File: src/rtl/iris_pkg.sv
// Shared constants for the Iris MLP input path.
// N_FEAT features of FEAT_W bits each form one flat VEC_W-bit classifier vector;
// the classifier imports VEC_W from here so both sides agree on the width.
package iris_pkg;

    localparam int N_FEAT = 4;
    localparam int FEAT_W = 4;
    localparam int VEC_W  = N_FEAT * FEAT_W;
    localparam int IDX_W  = (N_FEAT > 1) ? $clog2(N_FEAT) : 1;

    typedef enum logic {
        COLLECT = 1'b0,
        HOLD    = 1'b1
    } pack_state_t;

endpackage

File: src/rtl/iris_feat_quant.sv
// Combinational quantizer for one raw sensor sample.
// Removes OFFSET, shifts right by SHIFT and clamps to FEAT_W bits unsigned.
// Ports:
//   raw  - unsigned raw sample (RAW_W bits)
//   q    - quantized feature (FEAT_W bits)
//   sat  - high when the shifted value exceeded the FEAT_W-bit maximum
module iris_feat_quant #(
    parameter int RAW_W  = 10,
    parameter int FEAT_W = 4,
    parameter int SHIFT  = 5,
    parameter int OFFSET = 0
) (
    input  logic [RAW_W-1:0]  raw,
    output logic [FEAT_W-1:0] q,
    output logic              sat
);

    localparam logic [RAW_W:0]   OFF   = (RAW_W+1)'(OFFSET);
    localparam logic [RAW_W-1:0] Q_MAX = RAW_W'((1 << FEAT_W) - 1);

    logic [RAW_W:0]   diff;
    logic [RAW_W-1:0] shifted;

    // One extra bit so the top bit of diff is the sign of (raw - OFFSET).
    assign diff    = {1'b0, raw} - OFF;
    assign shifted = diff[RAW_W-1:0] >> SHIFT;

    always_comb begin
        q   = '0;
        sat = 1'b0;
        if (!diff[RAW_W]) begin
            if (shifted > Q_MAX) begin
                q   = '1;
                sat = 1'b1;
            end else begin
                q = shifted[FEAT_W-1:0];
            end
        end
    end

endmodule

File: src/rtl/iris_feature_packer.sv
// Packs quantized sensor samples into the classifier's flat input vector.
// Samples arrive one feature per beat on a valid/ready stream, framed by s_last;
// the packed vector is held behind valid/ready until the classifier takes it.
// Ports:
//   clk, rst_n        - clock, synchronous active-low reset
//   s_valid/s_ready   - raw sample handshake; s_data raw sample, s_last end of frame
//   m_valid/m_ready   - packed vector handshake; m_data feature k at [k*FEAT_W +: FEAT_W]
//   frame_err         - one-cycle pulse when a frame is too short or too long
//   sat_flag          - some feature of the held vector saturated high
//
// state   | meaning
// --------+-----------------------------------------------------------
// COLLECT | accepting samples into the shadow vector (or resyncing)
// HOLD    | packed vector presented on m_data, waiting for m_ready
module iris_feature_packer
    import iris_pkg::*;
#(
    parameter int RAW_W  = 10,
    parameter int SHIFT  = 5,
    parameter int OFFSET = 0
) (
    input  logic             clk,
    input  logic             rst_n,
    input  logic             s_valid,
    output logic             s_ready,
    input  logic [RAW_W-1:0] s_data,
    input  logic             s_last,
    output logic             m_valid,
    input  logic             m_ready,
    output logic [VEC_W-1:0] m_data,
    output logic             frame_err,
    output logic             sat_flag
);

    localparam logic [IDX_W-1:0] IDX_LAST = IDX_W'(N_FEAT - 1);

    pack_state_t       state;
    logic [IDX_W-1:0]  idx;
    logic [VEC_W-1:0]  shadow;
    logic [VEC_W-1:0]  shadow_next;
    logic              sat_acc;
    logic              resync;
    logic [FEAT_W-1:0] q;
    logic              q_sat;
    logic              s_fire;

    iris_feat_quant #(
        .RAW_W  (RAW_W),
        .FEAT_W (FEAT_W),
        .SHIFT  (SHIFT),
        .OFFSET (OFFSET)
    ) u_quant (
        .raw (s_data),
        .q   (q),
        .sat (q_sat)
    );

    assign s_fire = s_valid && s_ready;

    // Shadow vector with the current sample dropped into slot idx; used both
    // for the slot write and for the final-beat copy into m_data.
    always_comb begin
        shadow_next = shadow;
        for (int k = 0; k < N_FEAT; k++) begin
            if (idx == IDX_W'(k)) begin
                shadow_next[k*FEAT_W +: FEAT_W] = q;
            end
        end
    end

    always_ff @(posedge clk) begin
        if (!rst_n) begin
            state     <= COLLECT;
            idx       <= '0;
            shadow    <= '0;
            sat_acc   <= 1'b0;
            resync    <= 1'b0;
            s_ready   <= 1'b1;
            m_valid   <= 1'b0;
            m_data    <= '0;
            frame_err <= 1'b0;
            sat_flag  <= 1'b0;
        end else begin
            frame_err <= 1'b0;
            case (state)
                COLLECT: begin
                    if (s_fire) begin
                        if (resync) begin
                            // Drop beats up to and including the next s_last.
                            if (s_last) begin
                                resync <= 1'b0;
                            end
                        end else if (idx == IDX_LAST) begin
                            idx     <= '0;
                            shadow  <= '0;
                            sat_acc <= 1'b0;
                            if (s_last) begin
                                m_data   <= shadow_next;
                                sat_flag <= sat_acc | q_sat;
                                m_valid  <= 1'b1;
                                s_ready  <= 1'b0;
                                state    <= HOLD;
                            end else begin
                                frame_err <= 1'b1;
                                resync    <= 1'b1;
                            end
                        end else if (s_last) begin
                            frame_err <= 1'b1;
                            idx       <= '0;
                            shadow    <= '0;
                            sat_acc   <= 1'b0;
                        end else begin
                            shadow  <= shadow_next;
                            sat_acc <= sat_acc | q_sat;
                            idx     <= idx + 1'b1;
                        end
                    end
                end
                HOLD: begin
                    if (m_ready) begin
                        m_valid  <= 1'b0;
                        s_ready  <= 1'b1;
                        sat_flag <= 1'b0;
                        state    <= COLLECT;
                    end
                end
                default: begin
                    state   <= COLLECT;
                    m_valid <= 1'b0;
                    s_ready <= 1'b1;
                end
            endcase
        end
    end

endmodule

File: config.mk
export PLATFORM = sky130hd
export DESIGN_NAME = iris_feature_packer
export DESIGN_NICKNAME = d
export VERILOG_FILES = /design/src/rtl/iris_pkg.sv /design/src/rtl/iris_feat_quant.sv /design/src/rtl/iris_feature_packer.sv
export SDC_FILE = /design/constraint.sdc
export NUM_CORES = 1
export LEC_CHECK = 0
export BUFFER_PORTS_ARGS = -buffer_cell sky130_fd_sc_hd__buf_2
export CORE_UTILIZATION = 40
export DETAILED_ROUTE_END_ITERATION = 7
export GPL_TIMING_DRIVEN = 0
export HOLD_SLACK_MARGIN = 0.06
export RECOVER_POWER = 25
export SYNTH_ARGS = -nofsm -noshare
export SYNTH_HDL_FRONTEND = slang
export SYNTH_HIERARCHICAL = 1
export SYNTH_SLANG_ARGS = --single-unit
File: constraint.sdc
create_clock -name clk -period 2.3 [get_ports clk]
set_input_delay 0.575 -clock clk [delete_from_list [all_inputs] [get_ports clk]]
set_output_delay 0.575 -clock clk [all_outputs]
set_load 0.02 [all_outputs]
# ---- Yosys cells after proc, flatten, opt, wreduce, memory -nomap -nowiden
# Cells that the tools add are included.
dict set report word_totals {
  reg_bits 41
  inputBits 15
  output_inout_bits 20
  word_cells 71
}
dict set report op_classes {
  n_addsub 1
  n_lt_le_gt_ge 1
  n_eq_ne 8
  muxes 39
  n_bitwise 5
  reduce_logical 7
}
# operator count
set op_table {}
lappend op_table {{2-to-1 mux 16 bit} 2}
lappend op_table {{2-to-1 mux 1 bit} 26}
lappend op_table {{2-to-1 mux 4 bit} 5}
lappend op_table {{inequality test 2 bit, second input constant} 5}
lappend op_table {{AND reduction 5 bit} 2}
lappend op_table {{case mux 1 bit (2 select lines)} 4}
lappend op_table {{greater-than comparator 5 x 4 -> 1 bit, second input constant} 1}
lappend op_table {{== test 2 bit, second input constant} 2}
lappend op_table {{2-to-1 mux 2 bit} 2}
lappend op_table {{NOT 1 bit} 4}
lappend op_table {{OR reduction 4 bit} 1}
lappend op_table {{AND reduction 3 bit} 1}
lappend op_table {{adder 2 x 1 -> 2 bit, second input constant} 1}
lappend op_table {{== test 2 x 1 -> 1 bit, second input constant} 1}
lappend op_table {{zero test 2 bit} 1}
lappend op_table {{AND reduction 2 bit} 1}
lappend op_table {{logical AND 1 bit} 1}
lappend op_table {{bitwise OR 1 bit} 1}

# ---- Depth between registers and ports, before layout
# Gate-level depths: netlist (run 1).
dict set report depth {
  word_depth 8
  mapped_depth 6
  mapped_depth_nobuf 5
}

# ---- By module
# Netlist (run 1), hierarchy kept.
# mod instances cells_per_inst area_each_um2 seq_area_each_um2
set modules_own_cells {}
lappend modules_own_cells {iris_feature_packer 1 170 1632.8 740.7}
lappend modules_own_cells {iris_feat_quant 1 5 28.8 0.0}

# ---- Worst setup path before layout (run 1)
# No wires, ideal clock.
dict set report synth_path {
  path_type {input-to-reg}
  from {input port s_last}
  to {register m_data[6]}
  setup_ps 116
  arrival_time_ps 1444
  required_time_ps 2184
  path_slack_ps 740
  cell_stages 6
  path_buffers 3
  cell_sequence {buf_6 > and4b_4 > and2_4 > buf_8 > buf_8 > o211a_1}
}
dict set report synth_via {
  elab_chain_cells 1
}
# item line_no
set synth_lines {}
lappend synth_lines {{from (decl)} iris_feature_packer.sv:27} ;# input logic s_last,
lappend synth_lines {{AND reduction 5 bit (no line)} --}
lappend synth_lines {{to (signal assigned)} iris_feature_packer.sv:98} ;# m_data <= shadow_next;
lappend synth_lines {{to (decl)} iris_feature_packer.sv:30} ;# output logic [VEC_W-1:0] m_data,
# No other way between the ends.
# A chain may end at the register's enable or synchronous reset.

# ---- Worst setup path after layout (run 1)
dict set report layout_path {
  from {register idx[0]}
  to {register m_data[12]}
}
dict set report layout_via {
  elab_chain_cells 2
  word_cells_on_any_way 3
  cone_classes {eq/ne: 1; mux: 1; reduce/logical: 1}
}
# item line_no
set layout_lines {}
lappend layout_lines {{from (decl)} iris_feature_packer.sv:38} ;# logic [IDX_W-1:0] idx;
lappend layout_lines {{from (signal assigned)} iris_feature_packer.sv:115} ;# idx <= idx + 1'b1;
lappend layout_lines {{== test 2 bit (*)} {iris_feature_packer.sv:65, iris_feature_packer.sv:93}}
lappend layout_lines {{AND reduction 5 bit (no line) / 2-to-1 mux 4 bit (equally long branches)} --}
# Every way passes the cells marked *; elsewhere a longest branch is shown, timed or not.

==> results of run 1 <==
synthesized netlist by cell type:
library cell,number
and2_4,1
o22a_1,1
clkbuf_1,9
buf_2,2
o21ai_0,1
o21a_1,1
o22ai_1,12
or2_1,4
and4b_4,1
nor2_1,5
nand4bb_1,1
nand2_1,24
and4bb_2,1
o211a_1,12
a21oi_1,2
a41oi_1,1
and3_1,1
nor3b_1,1
inv_1,3
a21boi_1,2
dfxtp_1,37
buf_1,1
nor2b_1,2
nor3_1,3
nand3_1,17
or3_1,1
buf_8,2
and2_1,1
buf_6,1
ha_1,5
o21ai_1,2
xor2_1,1
mux2i_1,17
worst register-to-register path, stage by stage, from the launching register on:
cell and delay [ns]:
dfxtp_1 0.42, ha_1 0.22, nor2b_1 0.32, and2_4 0.21, buf_8 0.12, buf_8 0.15, mux2i_1 0.18
metrics by stage:
step / cell area [um^2] / worst slack (ns) / std cells / hold WS, ns / utilization
floorplan: 1660 / 0.740 / 175 / 0.432 / -
global placement: 1860 / 0.641 / 252 / 0.441 / 0.465
detailed placement: 1860 / 0.635 / 252 / 0.454 / 0.465
CTS: 2000 / 0.599 / 260 / 0.471 / 0.499
global route: 1980 / 0.466 / 260 / 0.489 / 0.496
finish: 1980 / 0.614 / 260 / 0.466 / 0.496
layout make-up:
type	count	area share
Inverter	3	0.00567
Clock inverter	3	0.0347
Clock buffer	5	0.0347
Sequential cell	37	0.373
Timing Repair Buffer	27	0.0618
Buffer	15	0.0448
Tap cell	50	0.0315
Multi-Input combinational cell	120	0.414
path summary, 6_finish.rpt:
check                                 from         end  cells past startpoint  slack (ns)
worst min-delay path            m_data[15]  m_data[15]                      2        0.47
worst max-delay path                idx[0]  m_data[12]                      6        0.61
worst max register to register      idx[0]  m_data[12]                      6        0.61
worst min register to register  m_data[15]  m_data[15]                      2        0.47
logic make-up (layout without fill, tap and decap cells):
kind of cell / after synthesis / after routing / share of synthesized area
AND/OR/NAND/NOR: 63 / 63 / 0.192
XOR/XNOR: 1 / 1 / 0.00527
adder cells (fa/ha/maj): 5 / 5 / 0.0377
flip-flops: 37 / 37 / 0.446
multiplexers: 17 / 17 / 0.102
buffers and inverters: 18 / 53 / 0.0602
AO/OA/AOI/OAI: 34 / 34 / 0.157
report_power, final:
group	total, mW	internal (mW)	switching, mW
clock network	0.681	0.437	0.244
registers	0.655	0.649	0.00575
logic	0.103	0.0375	0.0657
total	1.44	1.12	0.316
layer usage:
layer	vias to the layer above	global-route usage	share of wire
li1	691	-	-
met1	669	0.241	0.45
met2	48	0.316	0.47
met3	16	0.0531	0.044
met4	0	0.0851	0.034
met5	-	0	0
==> flow_summary_export.csv, run 1 <==
group,metric,value,unit
layout,area_growth,19.4,%
die,die_area,0.00442,mm^2
logic_synthesis,synth-seq-cells,37,
clock_tree,cts-root-buf,"clkbuf_8",
clock_tree,post_cts_buffers,0,
logic_synthesis,ys_types,33,
worst_setup_path,worst_path_largest_cell_delay,0.42,ns
worst_setup_path,crit_family,"simple AND/OR/NAND/NOR gates",
routing,drc_errors,0,
clock_tree,cts_resized,0,
routing,routed_wl,3920,um
pwr,leakage,0.915,nW
clock_tree,cts_buffers,5,
layout,layout_commonest_cell,"dfxtp_1",
clock_tree,htreeDepth,2,
layout,fillCellCount,376,
worst_setup_path,cpMostUsedCell,"buf_8",
worst_setup_path,crit_slowest_cell,"dfxtp_1",
logic_synthesis,synth_area_leader_cell,"dfxtp_1",
sta,finalSetupViolCount,0,
placed_design,io_buffers,27,
sta,layout_min_cycle_time,1.69,ns
die,core_area,0.00400,mm^2
layout,largest_reg_flops,16,
worst_setup_path,end_kind,"register",
sta,maxSlewHeadroom,0.717,
die,fp-row-count,23,
worst_setup_path,crit_required,2.53,ns
worst_setup_path,cp.buffers_inverters,2,
routing,dr.pass1.iters,4,
worst_hold_path,hp-class,"reg2reg",
pwr,ir_worst_vdd,0.506,mV
clock_tree,cts.sinks,37,
logic_synthesis,ys.warnings.count,6,
clock_tree,hold_buffers,0,
worst_setup_path,worstPathArrival,1.91,ns
layout,antenna_cells,0,
grt,groute.usage.overall,0.195,
logic_synthesis,yosysTopAreaCellShare,0.446,
clock_tree,cts_tree,"yes",
logic_synthesis,ys_seq_area_frac,0.446,
layout,multi_input_area,821,um^2
routing,ant_nets,0,
grt,antenna_found_initial,0,
sta,tightest_slew,0.425,ns
sta,hold_viol_final,0,
routing,viasPerCell,5.48,
outcome,status,"finished clean",
logic_synthesis,syn-num-nets,195,
grt,grt_start_max_net_pins,14,
logic_synthesis,synth.area.top_cells,"dfxtp_1 45%, mux2i_1 10%, o211a_1 7.2%, nand2_1 5.4%, nand3_1 5.1%",
routing,routedWlPerCell,15.1,um
sta,max_freq,0.593,GHz
logic_synthesis,avgSynthCellArea,9.49,um^2
clock_tree,clk_pin_slew,0.08,ns
grt,grt_pass1_vias,1358,
sta,slew_violations,0,
layout,final_layout_size_suffix_gt1_frac,0.157,
pwr,p_total,1.44,mW
die,die_h,66.5,um
die,die_w,66.5,um
placed_design,hpwl,3000,um
placed_design,gp_congestion,0.876,
sta,clock_skew,0.00691,ns
layout,top_regs,"m_data x16, shadow x12, idx x2",
layout,final_cell_mix,"37 x dfxtp_1, 24 x nand2_1, 20 x clkbuf_1",
die,io_pins,35,
grt,overflow,0,
logic_synthesis,syn_inst,175,
layout,top_register,"m_data",
pwr,powerDensity,725,mW/mm^2
clock_tree,clock_path_buffers,2,
clock_tree,insertion_delay,0.29,ns
layout,seq_area,741,um^2
worst_setup_path,worstPathCellList,"ha_1, nor2b_1, and2_4, buf_8, buf_8, mux2i_1",
grt,grt_pass1_wl,6290,um
sta,fin_crit_sh,0.733,
sta,rsz0062_at_grt,"no",
worst_setup_path,crit_path_start_kind,"register",
worst_setup_path,cp_max_fo,10,
job,drv.max_cap_violation_count,0,
routing,drt_iter0_markers,91,
sta,fin_tns_setup,0,ns
logic_synthesis,mappedNetlistArea,0.00166,mm^2
routing,vias,1424,
die,initial_utilization,0.415,
layout,final_nets,229,
worst_setup_path,critPathKind,"reg2reg",
(Power assumes the default switching activity.)
==> run 2: changes to the inputs <==
==> constraint.sdc (replaced) <==
create_clock -name clk -period 1.6 [get_ports clk]
set_input_delay 0.4 -clock clk [delete_from_list [all_inputs] [get_ports clk]]
set_output_delay 0.4 -clock clk [all_outputs]
set_load 0.02 [all_outputs]
==> run 2 against run 1 <==
Sequential share of layout area is 0.055 points higher. Non-clock buffer count shrank 2. Clock power increased by 43%. Cell count decreased by 0.77%. Combinational power grew 45%. Power rose by 44%. Via count is 0.91% lower. Fmax up 15%. Register-to-register slack got worse by 0.48 ns. Sequential power grew 44%. Largest power group unchanged. Utilization increased by 0.094 points. Clock skew is essentially flat.
==> flow_summary_export.csv, run 2 (synthesized netlist as in run 1, its figures left out) <==
group,metric,value,unit
clock_tree,htreeDepth,2,
routing,dr.pass1.iters,6,
clock_tree,cts_buffers,5,
pwr,powerDensity,1040,mW/mm^2
layout,largest_reg_flops,16,
placed_design,hpwl,3000,um
pwr,p_total,2.07,mW
placed_design,pre_cts_slack,-0.0649,ns
worst_setup_path,end_kind,"register",
clock_tree,clk_pin_slew,0.08,ns
worst_setup_path,worstPathArrival,1.68,ns
sta,fin_tns_setup,0,ns
clock_tree,insertion_delay,0.29,ns
routing,routedWlPerCell,15.2,um
layout,top_register,"m_data",
clock_tree,cts.sinks,37,
clock_tree,cts-root-buf,"clkbuf_8",
grt,antenna_found_initial,0,
sta,hold-worst-slack,0.410,ns
die,die_h,66.5,um
grt,groute.usage.overall,0.195,
worst_setup_path,crit_path_start_kind,"register",
worst_hold_path,hp-class,"in2reg",
routing,viasPerCell,5.47,
routing,drc_errors,0,
die,die_w,66.5,um
sta,finalSetupViolCount,0,
sta,slew_violations,0,
sta,max_freq,0.684,GHz
sta,hold_viol_final,0,
sta,tightest_slew,0.444,ns
job,drv.max_cap_violation_count,0,
sta,setup_ws,0.137,ns
routing,routed_wl,3920,um
grt,grt_start_max_net_pins,14,
die,initial_utilization,0.415,
sta,layout_min_cycle_time,1.46,ns
worst_setup_path,cp_max_fo,6,
placed_design,io_buffers,27,
layout,final_layout_size_suffix_gt1_frac,0.173,
grt,overflow,0,
routing,vias,1411,
layout,top_regs,"m_data x16, shadow x12, idx x2",
clock_tree,clock_path_buffers,2,
die,die_area,0.00442,mm^2
die,fp-row-count,23,
clock_tree,cts_tree,"yes",
die,core_area,0.00400,mm^2
worst_setup_path,critPathKind,"reg2reg",
clock_tree,hold_buffers,0,
pwr,leakage,0.907,nW
pwr,ir_worst_vdd,0.722,mV
grt,grt_pass1_vias,1362,
sta,fin_crit_sh,0.914,
sta,maxSlewHeadroom,0.704,
layout,area_growth,19.7,%
die,io_pins,35,
layout,final_nets,227,
layout,layout_commonest_cell,"dfxtp_1",
outcome,status,"finished clean",
placed_design,gp_congestion,0.876,
routing,ant_nets,0,
sta,clock_skew,0.00736,ns
worst_setup_path,crit_required,1.82,ns
layout,antenna_cells,0,
layout,final_cell_mix,"35 x dfxtp_1, 24 x nand2_1, 19 x clkbuf_1",
sta,rsz0062_at_grt,"no",
routing,drt_iter0_markers,81,
grt,grt_pass1_wl,6310,um
run 2: changes by cell type in the layout (fill, tap and decap cells not counted), sizes merged:
cell,before,now
buf,22,21
clkbuf,25,24
run 2: layout make-up:
class                   count  area, um^2
plain buffers              13        81.3
clock buffers               5        68.8
clock inverters             3        68.8
fillers                   376        2010
inverters                   3        11.3
multi-input cells         120         831
flip-flops and latches     37         743
well taps                  50        62.6
repair buffers             27         121
run 2: through the flow:
stage          area (um^2)  utilization  std cells
2_1_floorplan         1660            -        175
3_3_place_gp          1860        0.465        252
3_5_place_dp          1860        0.465        252
4_1_cts               2000        0.500        260
5_1_grt               1990        0.497        258
6_report              1990        0.497        258
run 2: routing by layer:
layer  GRT usage  vias up  wire (um)
met3      0.0531       12        162
met5           0        -          0
li1            -      690          -
met2       0.318       35       1840
met1       0.241      674       1790
met4      0.0851        0        130
run 2: worst paths after layout:
kind	endpoint	from	depth (start not counted)	slack (ns)
min reg2reg	m_data[15]	m_data[15]	2	0.47
max reg2reg	shadow[11]	idx[0]	4	0.14
min	s_ready	m_ready	3	0.41
max	shadow[11]	idx[0]	4	0.14
run 2: timing repair:
action                                  in CTS  in global routing
resized for setup                            1                  4
setup buffers                                0                  0
cloned                                       0                  0
endpoints found under the setup margin      10                 22
run 2: power by group:
group	internal, mW	total, mW	switching (mW)
registers	0.934	0.942	0.00828
logic	0.0543	0.149	0.0947
clock network	0.627	0.977	0.349
run 2: worst max-delay path: stages, from the launching register on:
cell     delay, ns
dfxtp_2       0.35
ha_1          0.28
nor2_1        0.32
nand3_1       0.23
o22ai_1       0.21
